<file path="src/rtl/swap_sched_pkg.sv">
// Shared types and constants for the swap-register scheduler.
package swap_sched_pkg;

  typedef enum logic [1:0] {IDLE, ISSUE, HOLD} sched_state_t;

  localparam logic ORDER_STRAIGHT = 1'b0;
  localparam logic ORDER_SWAP     = 1'b1;

endpackage

</file>
<file path="src/rtl/rr_pick.sv">
// Combinational rotating-priority picker: first valid index at or after ptr_i, with wrap-around.
module rr_pick #(
  parameter int unsigned N = 4,
  parameter int unsigned W = 2
) (
  input  logic [N-1:0] valid_i,
  input  logic [W-1:0] ptr_i,
  output logic [N-1:0] gnt_o,
  output logic [W-1:0] idx_o,
  output logic         any_o
);

  logic [W-1:0] cand;

  always_comb begin
    gnt_o = '0;
    idx_o = '0;
    any_o = 1'b0;
    cand  = '0;
    for (int k = 0; k < int'(N); k++) begin
      cand = W'((int'(ptr_i) + k) % int'(N));
      if (!any_o && valid_i[cand]) begin
        any_o = 1'b1;
        idx_o = cand;
      end
    end
    gnt_o[idx_o] = any_o;
  end

endmodule

</file>
<file path="src/rtl/swap_reg_scheduler.sv">
// Arbitrates NUM_REQ requesters onto one shared order-swap register and holds each grant
// for HOLD_CYCLES cycles. Define SWAP_SCHED_FIXED_PRIO_EN for fixed lowest-index priority.
module swap_reg_scheduler
  import swap_sched_pkg::*;
#(
  parameter int unsigned NUM_REQ     = 4,
  parameter int unsigned HOLD_CYCLES = 1,
  localparam int unsigned IDW        = $clog2(NUM_REQ)
) (
  input  logic                 clk,
  input  logic                 reset,
  input  logic [NUM_REQ-1:0]   req_valid,
  input  logic [2*NUM_REQ-1:0] req_data,
  input  logic [NUM_REQ-1:0]   req_order,
  output logic [NUM_REQ-1:0]   req_ready,
  output logic                 data1,
  output logic                 data2,
  output logic                 order,
  output logic                 load,
  output logic [IDW-1:0]       gnt_id,
  output logic                 busy
);

  localparam int unsigned CW = (HOLD_CYCLES > 1) ? $clog2(HOLD_CYCLES) : 1;

  sched_state_t   state_q, state_d;
  logic [CW-1:0]  hold_cnt_q, hold_cnt_d;
  logic           data1_q, data1_d, data2_q, data2_d, order_q, order_d;
  logic           load_q, load_d, busy_q, busy_d;
  logic [IDW-1:0] gnt_id_q, gnt_id_d;
  logic [IDW-1:0] rr_ptr;

  logic [NUM_REQ-1:0] pick_gnt;
  logic [IDW-1:0]     pick_idx;
  logic               pick_any;
  logic               arb_en;

  rr_pick #(
    .N(NUM_REQ),
    .W(IDW)
  ) u_pick (
    .valid_i(req_valid),
    .ptr_i  (rr_ptr),
    .gnt_o  (pick_gnt),
    .idx_o  (pick_idx),
    .any_o  (pick_any)
  );

  assign arb_en    = (state_q == IDLE) || (hold_cnt_q == '0);
  assign req_ready = (arb_en && !reset) ? pick_gnt : '0;

  always_comb begin
    state_d    = state_q;
    hold_cnt_d = hold_cnt_q;
    data1_d    = data1_q;
    data2_d    = data2_q;
    order_d    = order_q;
    gnt_id_d   = gnt_id_q;
    load_d     = 1'b0;
    if (arb_en) begin
      if (pick_any) begin
        state_d    = ISSUE;
        hold_cnt_d = CW'(HOLD_CYCLES - 1);
        data1_d    = req_data[{pick_idx, 1'b1}];
        data2_d    = req_data[{pick_idx, 1'b0}];
        order_d    = req_order[pick_idx];
        gnt_id_d   = pick_idx;
        load_d     = 1'b1;
      end else begin
        state_d = IDLE;
      end
    end else begin
      state_d    = HOLD;
      hold_cnt_d = hold_cnt_q - 1'b1;
    end
    busy_d = (state_d != IDLE);
  end

  always_ff @(posedge clk or posedge reset) begin
    if (reset) begin
      state_q    <= IDLE;
      hold_cnt_q <= '0;
      data1_q    <= 1'b0;
      data2_q    <= 1'b0;
      order_q    <= ORDER_STRAIGHT;
      load_q     <= 1'b0;
      gnt_id_q   <= '0;
      busy_q     <= 1'b0;
    end else begin
      state_q    <= state_d;
      hold_cnt_q <= hold_cnt_d;
      data1_q    <= data1_d;
      data2_q    <= data2_d;
      order_q    <= order_d;
      load_q     <= load_d;
      gnt_id_q   <= gnt_id_d;
      busy_q     <= busy_d;
    end
  end

`ifdef SWAP_SCHED_FIXED_PRIO_EN
  assign rr_ptr = '0;
`else
  logic [IDW-1:0] rr_ptr_q, rr_ptr_d;

  // Pointer moves to the slot just past the winner, only when a grant happens.
  always_comb begin
    rr_ptr_d = rr_ptr_q;
    if (arb_en && pick_any) begin
      rr_ptr_d = (pick_idx == IDW'(NUM_REQ - 1)) ? '0 : pick_idx + 1'b1;
    end
  end

  always_ff @(posedge clk or posedge reset) begin
    if (reset) begin
      rr_ptr_q <= '0;
    end else begin
      rr_ptr_q <= rr_ptr_d;
    end
  end

  assign rr_ptr = rr_ptr_q;
`endif

  assign data1  = data1_q;
  assign data2  = data2_q;
  assign order  = order_q;
  assign load   = load_q;
  assign gnt_id = gnt_id_q;
  assign busy   = busy_q;

endmodule
</file>
<file path="config.mk">
export PLATFORM = sky130hd
export DESIGN_NAME = swap_reg_scheduler
export DESIGN_NICKNAME = d
export VERILOG_FILES = /design/src/rtl/swap_sched_pkg.sv /design/src/rtl/rr_pick.sv /design/src/rtl/swap_reg_scheduler.sv
export SDC_FILE = /design/constraint.sdc
export NUM_CORES = 1
export LEC_CHECK = 0
export CAP_MARGIN = 20
export CORE_MARGIN = 5
export CORE_UTILIZATION = 27
export DETAILED_ROUTE_END_ITERATION = 16
export HOLD_SLACK_MARGIN = 0.15
export PLACE_DENSITY = 0.58
export SLEW_MARGIN = 20
export SYNTH_ARGS = -nofsm -noshare
export SYNTH_HDL_FRONTEND = slang
export SYNTH_SLANG_ARGS = --single-unit
</file>
<file path="constraint.sdc">
create_clock -name clk -period 1.7 [get_ports clk]
set_input_delay 0.255 -clock clk [delete_from_list [all_inputs] [get_ports clk]]
set_output_delay 0.255 -clock clk [all_outputs]
set_load 0.01 [all_outputs]
</file>
# --- Word-level counts from Yosys, hierarchy flattened ---
# Cells that the tools add are included.
totals:
  register_bits: 12
  in_bits: 18
  output_inout_bits: 11
classes:
  bitwise: 2
  magnitude_cmp: 8
  n_reduce_logical: 14
  eq_ne: 2
  add_sub_neg: 5
  n_mux: 32
op_table:
  columns: ["operator", "n"]
  rows:
  - ["$mux W1", 17]
  - ["$lt A2 B3 Y1 const B", 5]
  - ["$bmux W1 S2", 7]
  - ["$mux W2", 6]
  - ["$lt A3 B4 Y1 const B", 2]
  - ["$logic_and A1 B1 Y1", 6]
  - ["$add A2 B1 Y2 const B", 2]
  - ["$add A2 B2 Y2 const B", 2]
  - ["$and A4 B4 Y4", 1]
  - ["$logic_not A1 Y1", 4]
  - ["$mux W4", 1]
  - ["$demux W1 S2", 1]
  - ["$eq A2 B2 Y1 const B", 1]
  - ["$ge A2 B1 Y1 const B", 1]
  - ["$logic_not A2 Y1", 1]
  - ["$ne A2 B2 Y1 const B", 1]
  - ["$reduce_and A2 Y1", 1]
  - ["$reduce_bool A2 Y1", 1]
  - ["$logic_or A1 B1 Y1", 1]
  - ["$not A1 Y1", 1]
  - ["$sub A1 B1 Y1 const B", 1]

# --- Depth between registers and ports, before layout ---
# Gate-level depths: netlist (run 1).
depth:
  word_depth: 18
  depth_mapped: 7

# --- Cells and area by module ---
# Synthesis (run 1) repeated with hierarchy kept, for this count alone.
unflattened:
  hier_cells: 67
  area_unflattened_um2: 693.2
by_module_without_submodules:
  columns: ["mod", "instances", "cells_each", "area_each_um2"]
  rows:
  - ["swap_reg_scheduler", 1, 35, 510.5]
  - ["rr_pick", 1, 32, 182.7]

# --- Least setup slack after synthesis (run 1) ---
# OpenSTA, ideal clock, no wires.
synth_timing:
  kind: "register -> output"
  start: "reg rr_ptr_q[1] (netlist: rr_ptr[1])"
  end: "out req_ready[3]"
  slack_ns: 0.062
  required_ns: 1.445
  t_arrival_ns: 1.383
  path_stages_with_launch: 6
  path_cell_list: "dfrtp_1 -> or3b_4 -> nand2_8 -> inv_1 -> ha_1 -> and3_1"
synth_between:
  elab_chain_len: 18
  elab_cells_between_ends: 32
synth_lines:
  columns: ["element", "line_no", "text"]
  rows:
  - ["from (decl)", "swap_reg_scheduler.sv:104", "logic [IDW-1:0] rr_ptr_q, rr_ptr_d;"]
  - ["from (signal assigned)", "swap_reg_scheduler.sv:118", "rr_ptr_q <= rr_ptr_d;"]
  - ["branches (longest 11 deep; another with $add A2 B1 Y2)", null, null]
  - ["$mux W2 *", "rr_pick.sv:22", "if (!any_o && valid_i[cand]) begin"]
  - ["net pick_idx[0]", "swap_reg_scheduler.sv:34", "logic [IDW-1:0] pick_idx;"]
  - ["$lt A2 B3 Y1 (implied by the code) or $ge A2 B1 Y1 (tied branches)", "rr_pick.sv:27", "gnt_o[idx_o] = any_o;"]
  - ["$logic_and A1 B1 Y1 (implied by the code)", "rr_pick.sv:27", null]
  - ["$mux W1 (implied by the code)", "rr_pick.sv:27", null]
  - ["$demux W1 S2 *", null, null]
  - ["$and A4 B4 Y4 (no source line) *", null, null]
  - ["$mux W4 *", "swap_reg_scheduler.sv:50", "assign req_ready = (arb_en && !reset) ? pick_gnt : '0;"]
  - ["to (decl)", "swap_reg_scheduler.sv:15", "output logic [NUM_REQ-1:0] req_ready,"]
# Mark *: on every way through the listed nets, which the timed path passes. The select of a mux whose other input is x is not followed.

# --- Worst setup path in the final report (run 1) ---
# Same ends and word-level chain as after synthesis.

==> results.json, run 1 <==
{
  "grt_first_pass_wirelength_mm": 3.332,
  "arrival_ns": 1.76,
  "synth-edff-count": 0,
  "fin_hold_ws_ns": 0.1894,
  "grt_pass1_vias": 780,
  "numCtsBuffers": 3,
  "cts_tree": "yes",
  "ys_types": 24,
  "n_fill_cell": 233,
  "synth_nets": 90,
  "async_reset_ff_frac": 1.000,
  "synth-main-ff-cell": "dfrtp_1",
  "required_ns": 1.44,
  "finClkSkew_ns": 0.01013,
  "synth_top_area_share": 0.3915,
  "rows": 18,
  "dieArea_um2": 3725,
  "grt_use_met3": 0.02306,
  "fin_crit_sh": 1.185,
  "pin_count": 29,
  "start_util": 0.2838,
  "synth_common_cells": "dfrtp_1, nand2_1, inv_1",
  "worstMarginPinSlew_ns": 0.3824,
  "met1_usage": 0.1397,
  "p_total_w": 0.001380,
  "antenna_found_initial": 0,
  "status": "finished, violations left",
  "first_pass_iters": 4,
  "worst_ir_drop_vdd_uv": 493.4,
  "final_nets": 144,
  "max_stage_delay_ns": 0.43,
  "min_period_ns": 2.015,
  "diodes": 0,
  "clk_latency_ns": 0.28,
  "cts_buffer_depth": 2,
  "dpl.hpwl_mm": 1.592,
  "clock_sinks": 11,
  "min_path_type": "in2async",
  "cts-htree-levels": 1,
  "drc": 0,
  "placed_cells": 144,
  "viasPerCell": 4.722,
  "finalWorstSetupSlack_ns": -0.3145,
  "grtUsageTotal": 0.1181,
  "cp_top_family": "compound AO/OA/AOI/OAI gates",
  "busiest_layer": "met2",
  "gp_congestion": 0.6835,
  "rsz0062_at_grt": "true",
  "violations": "setup timing",
  "synth_seq_area_share": 0.3915,
  "setup_viol": 4,
  "ys_ff_latch": 11,
  "drv_slew": 0,
  "ant_nets": 0,
  "cp_slowest_cell": "dfrtp_2",
  "syn_inst": 68,
  "setup_tns_ns": -1.222,
  "synth_area_leader_cell": "dfrtp_1",
  "cts_root_buffer": "clkbuf_4",
  "yosysMostFrequentCell": "dfrtp_1",
  "vias": 713,
  "synth_area_per_cell_um2": 10.34,
  "crit_buf_inv": 2,
  "crit_fanout": 5,
  "hold_viol": 0,
  "seq_area_um2": 276.5,
  "wl_mm": 2.015,
  "fp.coreArea_um2": 2477,
  "ys_top_cells_by_area": "dfrtp_1, ha_1, o311ai_2",
  "endpoint_kind": "output port",
  "drive_gt1_frac": 0.3967,
  "p_leak_nw": 0.5716,
  "hold_buffers": 0,
  "fp.dieH_um": 61.03,
  "critPathLaunchType": "flip-flop",
  "stdcell_count": 151,
  "areaGrowthSynthToFinish_pct": 78.29,
  "grt-ovfl-total": 0,
  "synth.cell_area_um2": 703.2,
  "path_class": "reg2out",
  "wl_per_cell_um": 13.34,
  "slew_headroom": 0.7445,
  "max_freq_ghz": 0.4964,
  "die_x_um": 61.03,
  "cp_cell_sequence": "a21oi_2, o21a_1, o22a_2, buf_6, ha_4, and3_4, buf_6",
  "grt_max_degree": 16,
  "port-buffer-count": 28,
  "p_per_area_nw_per_um2": 1101,
  "drtIter0Drc": 14,
  "multiInputGateArea_um2": 446.7,
  "met2_usage": 0.2130,
  "ys_warn_count": 0,
  "crit_path_frequent_cell": "buf_6",
  "cts.clk_slew.worst_paths_ns": 0.08,
  "drv_cap": 0
}
per-stage QoR:
step / cell area (um2) / setup slack [ns] / utilization
3_3_place_gp: 1156 / -0.7720 / 0.4667
2_1_floorplan: 703.2 / 0.06172 / -
3_5_place_dp: 1156 / -0.7758 / 0.4667
4_1_cts: 1209 / -0.3118 / 0.4879
6_report: 1254 / -0.3145 / 0.5061
5_1_grt: 1254 / -0.3680 / 0.5061
cell type report:
class / count / area share
flip-flops and latches: 11 / 0.2206
multi-input cells: 50 / 0.3563
clock buffers: 4 / 0.02096
well taps: 30 / 0.02994
repair buffers: 50 / 0.3523
inverters: 6 / 0.01996
path summary, 6_finish.rpt:
check	start	endpoint	slack, ns	cells after the start
min in group clk	gnt_id[1]	gnt_id[1]	0.49	2
setup reg to reg	rr_ptr[1]	order	0.02	8
hold / removal	reset	load	0.19	2
hold reg to reg	gnt_id[1]	gnt_id[1]	0.49	2
max in group asynchronous	reset	state_q[1]	1.15	3
setup / recovery	rr_ptr[1]	req_ready[3]	-0.31	7
report_power, final:
part           internal, W  switching [W]
clock network    0.0000909      0.0000971
logic             0.000466       0.000335
registers         0.000334      0.0000564
routing by layer:
metal / routed length (um) / share of wire
met5: 0 / 0
met4: 0 / 0
met1: 825 / 0.41
met3: 112 / 0.056
met2: 1078 / 0.53
cells by family (layout without fill, tap and decap cells):
logic type,count (synthesis),count (layout),share of synthesized area
buffers and inverters,7,60,0.04271
AO/OA/AOI/OAI,20,20,0.2438
AND/OR/NAND/NOR,22,22,0.1939
flip-flops,11,11,0.3915
adder cells (fa/ha/maj),4,4,0.07118
multiplexers,4,4,0.05694
cells in the final DEF (no fill, tap or decap), drive strengths merged:
cell and count:
mux2i 4, nor4 1, ha 4, or3b 1, a211o 3, buf 26
inv 6, o311ai 3, o21ai 5, clkdlybuf4s50 21, a21o 1, o22a 2
o21a 1, a21oi 3, o22ai 1, dfrtp 11, or2b 1, clkbuf 4
and3 5, nor2 1, nand3 3, a21boi 1, dlygate4sd2 3, nand2 9
nor3b 1
timing repair:
| action | CTS | global route |
|---|---|---|
| cloned | 0 | 0 |
| pin swaps | 3 | 6 |
| setup endpoints to repair | 8 | 7 |
| endpoints found under the hold margin | 0 | 0 |
| gates resized for setup | 31 | 6 |
| buffers inserted | 2 | 1 |
(Power assumes the default switching activity.)
==> run 2, diff against run 1 <==
Settings changed: CORE_MARGIN 5 to 2.
==> run 2 against run 1 <==
Against the previous run:
- the flow still finishes with violations (setup timing)
- die area fell by 19%
- via count grew 0.56%
- count of clock-buffer cells in the layout unchanged
- clock skew decreased by 0.0042 ns
- first-iteration DRC count down 36%
- sequential share of layout area is 0.15 points lower
- critical path type unchanged
- critical path depth fell by 1
- cell area grew 0.70%
- worst setup slack worse by 0.012 ns
- fmax decreased by 0.60%
==> results.json, run 2 (same netlist as run 1, synthesis figures left out) <==
{
  "viasPerCell": 4.780,
  "ant_nets": 0,
  "drive_gt1_frac": 0.4083,
  "fp.dieH_um": 55.03,
  "placed_cells": 145,
  "antenna_found_initial": 0,
  "die_x_um": 55.03,
  "rsz0062_at_grt": "true",
  "met2_usage": 0.2698,
  "drv_slew": 0,
  "arrival_ns": 1.77,
  "worstMarginPinSlew_ns": 0.2912,
  "cts_buffer_depth": 2,
  "crit_fanout": 6,
  "dieArea_um2": 3028,
  "max_freq_ghz": 0.4934,
  "mostFrequentLayoutCells": "clkdlybuf4s50_1, buf_4, dfrtp_1",
  "p_per_area_nw_per_um2": 1102,
  "grt-ovfl-total": 0,
  "p_total_w": 0.001391,
  "min_path_type": "in2async",
  "wl_per_cell_um": 13.27,
  "violations": "setup timing",
  "cp_top_family": "simple AND/OR/NAND/NOR gates",
  "hold_viol": 0,
  "vias": 717,
  "endpoint_kind": "output port",
  "stdcell_count": 150,
  "cp_cell_sequence": "or3b_4, nand2_8, inv_6, ha_4, and3_1, buf_2",
  "pin_count": 29,
  "startpoint": "rr_ptr[1]",
  "drv_cap": 0,
  "cp_slowest_cell": "dfrtp_2",
  "status": "finished, violations left",
  "slew_headroom": 0.8055,
  "final_nets": 143,
  "fin_crit_sh": 1.192,
  "rows": 18,
  "grt_use_met3": 0.05376,
  "path_class": "reg2out",
  "finClkSkew_ns": 0.005894,
  "grt_max_degree": 16,
  "grtUsageTotal": 0.1476,
  "dpl.hpwl_mm": 1.510,
  "finalWorstSetupSlack_ns": -0.3267,
  "met1_usage": 0.1653,
  "areaGrowthSynthToFinish_pct": 79.54,
  "grt_pass1_vias": 706,
  "layout_commonest_cell": "clkdlybuf4s50_1",
  "setup_viol": 4,
  "cts_root_buffer": "clkbuf_4",
  "min_period_ns": 2.027,
  "fp.coreArea_um2": 2477,
  "crit_buf_inv": 2,
  "clock_sinks": 11,
  "max_stage_delay_ns": 0.48,
  "grt_first_pass_wirelength_mm": 3.091,
  "cts.clk_slew.worst_paths_ns": 0.08,
  "port-buffer-count": 28,
  "numCtsBuffers": 3,
  "wl_mm": 1.990,
  "cts-htree-levels": 1,
  "gp_congestion": 0.7332,
  "p_leak_nw": 0.5676,
  "required_ns": 1.44,
  "diodes": 0,
  "reg2reg_from": "rr_ptr[1]",
  "drc": 0,
  "worst_ir_drop_vdd_uv": 643.5,
  "critPathLaunchType": "flip-flop",
  "cts_tree": "yes",
  "start_util": 0.2838,
  "busiest_layer": "met2",
  "first_pass_iters": 4,
  "clk_latency_ns": 0.27,
  "setup_tns_ns": -1.237,
  "dp_slack_ns": -0.7775,
  "drtIter0Drc": 9
}
==> run 2: what timing repair did <==
| item | in CTS | in global routing |
|---|---|---|
| hold endpoints to repair | 0 | 0 |
| gates resized for setup | 40 | 1 |
| hold buffers | 0 | 0 |
| setup buffers | 2 | 0 |
| pin swaps | 7 | 4 |
| endpoints found under the setup margin | 7 | 7 |
==> run 2: layout make-up <==
cell class,count,area [um2]
fill,227,1215
multi-input combinational,50,461.7
timing repair buffer,49,430.4
sequential,11,276.5
tap,30,37.54
inverter,6,30.03
clock buffer,4,26.28
==> run 2: power breakdown <==
| part | switching, W | internal, W |
|---|---|---|
| Combinational | 0.000339 | 0.000467 |
| Sequential | 0.0000659 | 0.000334 |
| Clock | 0.0000936 | 0.0000909 |
==> run 2: worst reg2reg max path, stage by stage, from the launching register on <==
cell,delay (ns)
dfrtp_2,0.48
or3b_4,0.46
nand2_8,0.11
buf_4,0.15
mux2i_1,0.22
o311ai_2,0.11
==> run 2: final timing paths <==
path | endpoint | slack, ns | cells past startpoint
worst max-delay path | req_ready[1] | -0.33 | 6
worst min-delay path | rr_ptr[1] | 0.42 | 3
worst max register to register | data2 | 0.04 | 5
worst min register to register | gnt_id[0] | 0.48 | 1
max in group asynchronous | rr_ptr[1] | 1.17 | 3
min in group clk | gnt_id[0] | 0.48 | 1
==> run 2: through the flow <==
step	cell area (um2)	hold WS, ns	util
finish	1262	0.4178	0.5096
detailed placement	1164	0.4711	0.4697
floorplan	703.2	0.1282	-
global placement	1164	0.4726	0.4697
CTS	1260	0.4112	0.5086
global route	1262	0.4504	0.5096
==> run 2: routing by layer <==
metal  part of all wire  routed length [um]  vias to the layer above
met5                  0                   0                        -
met4             0.0040                   8                        0
met3              0.061                 121                        2
met2               0.50                1000                       21
met1               0.43                 860                      338
li1                   -                   -                      356
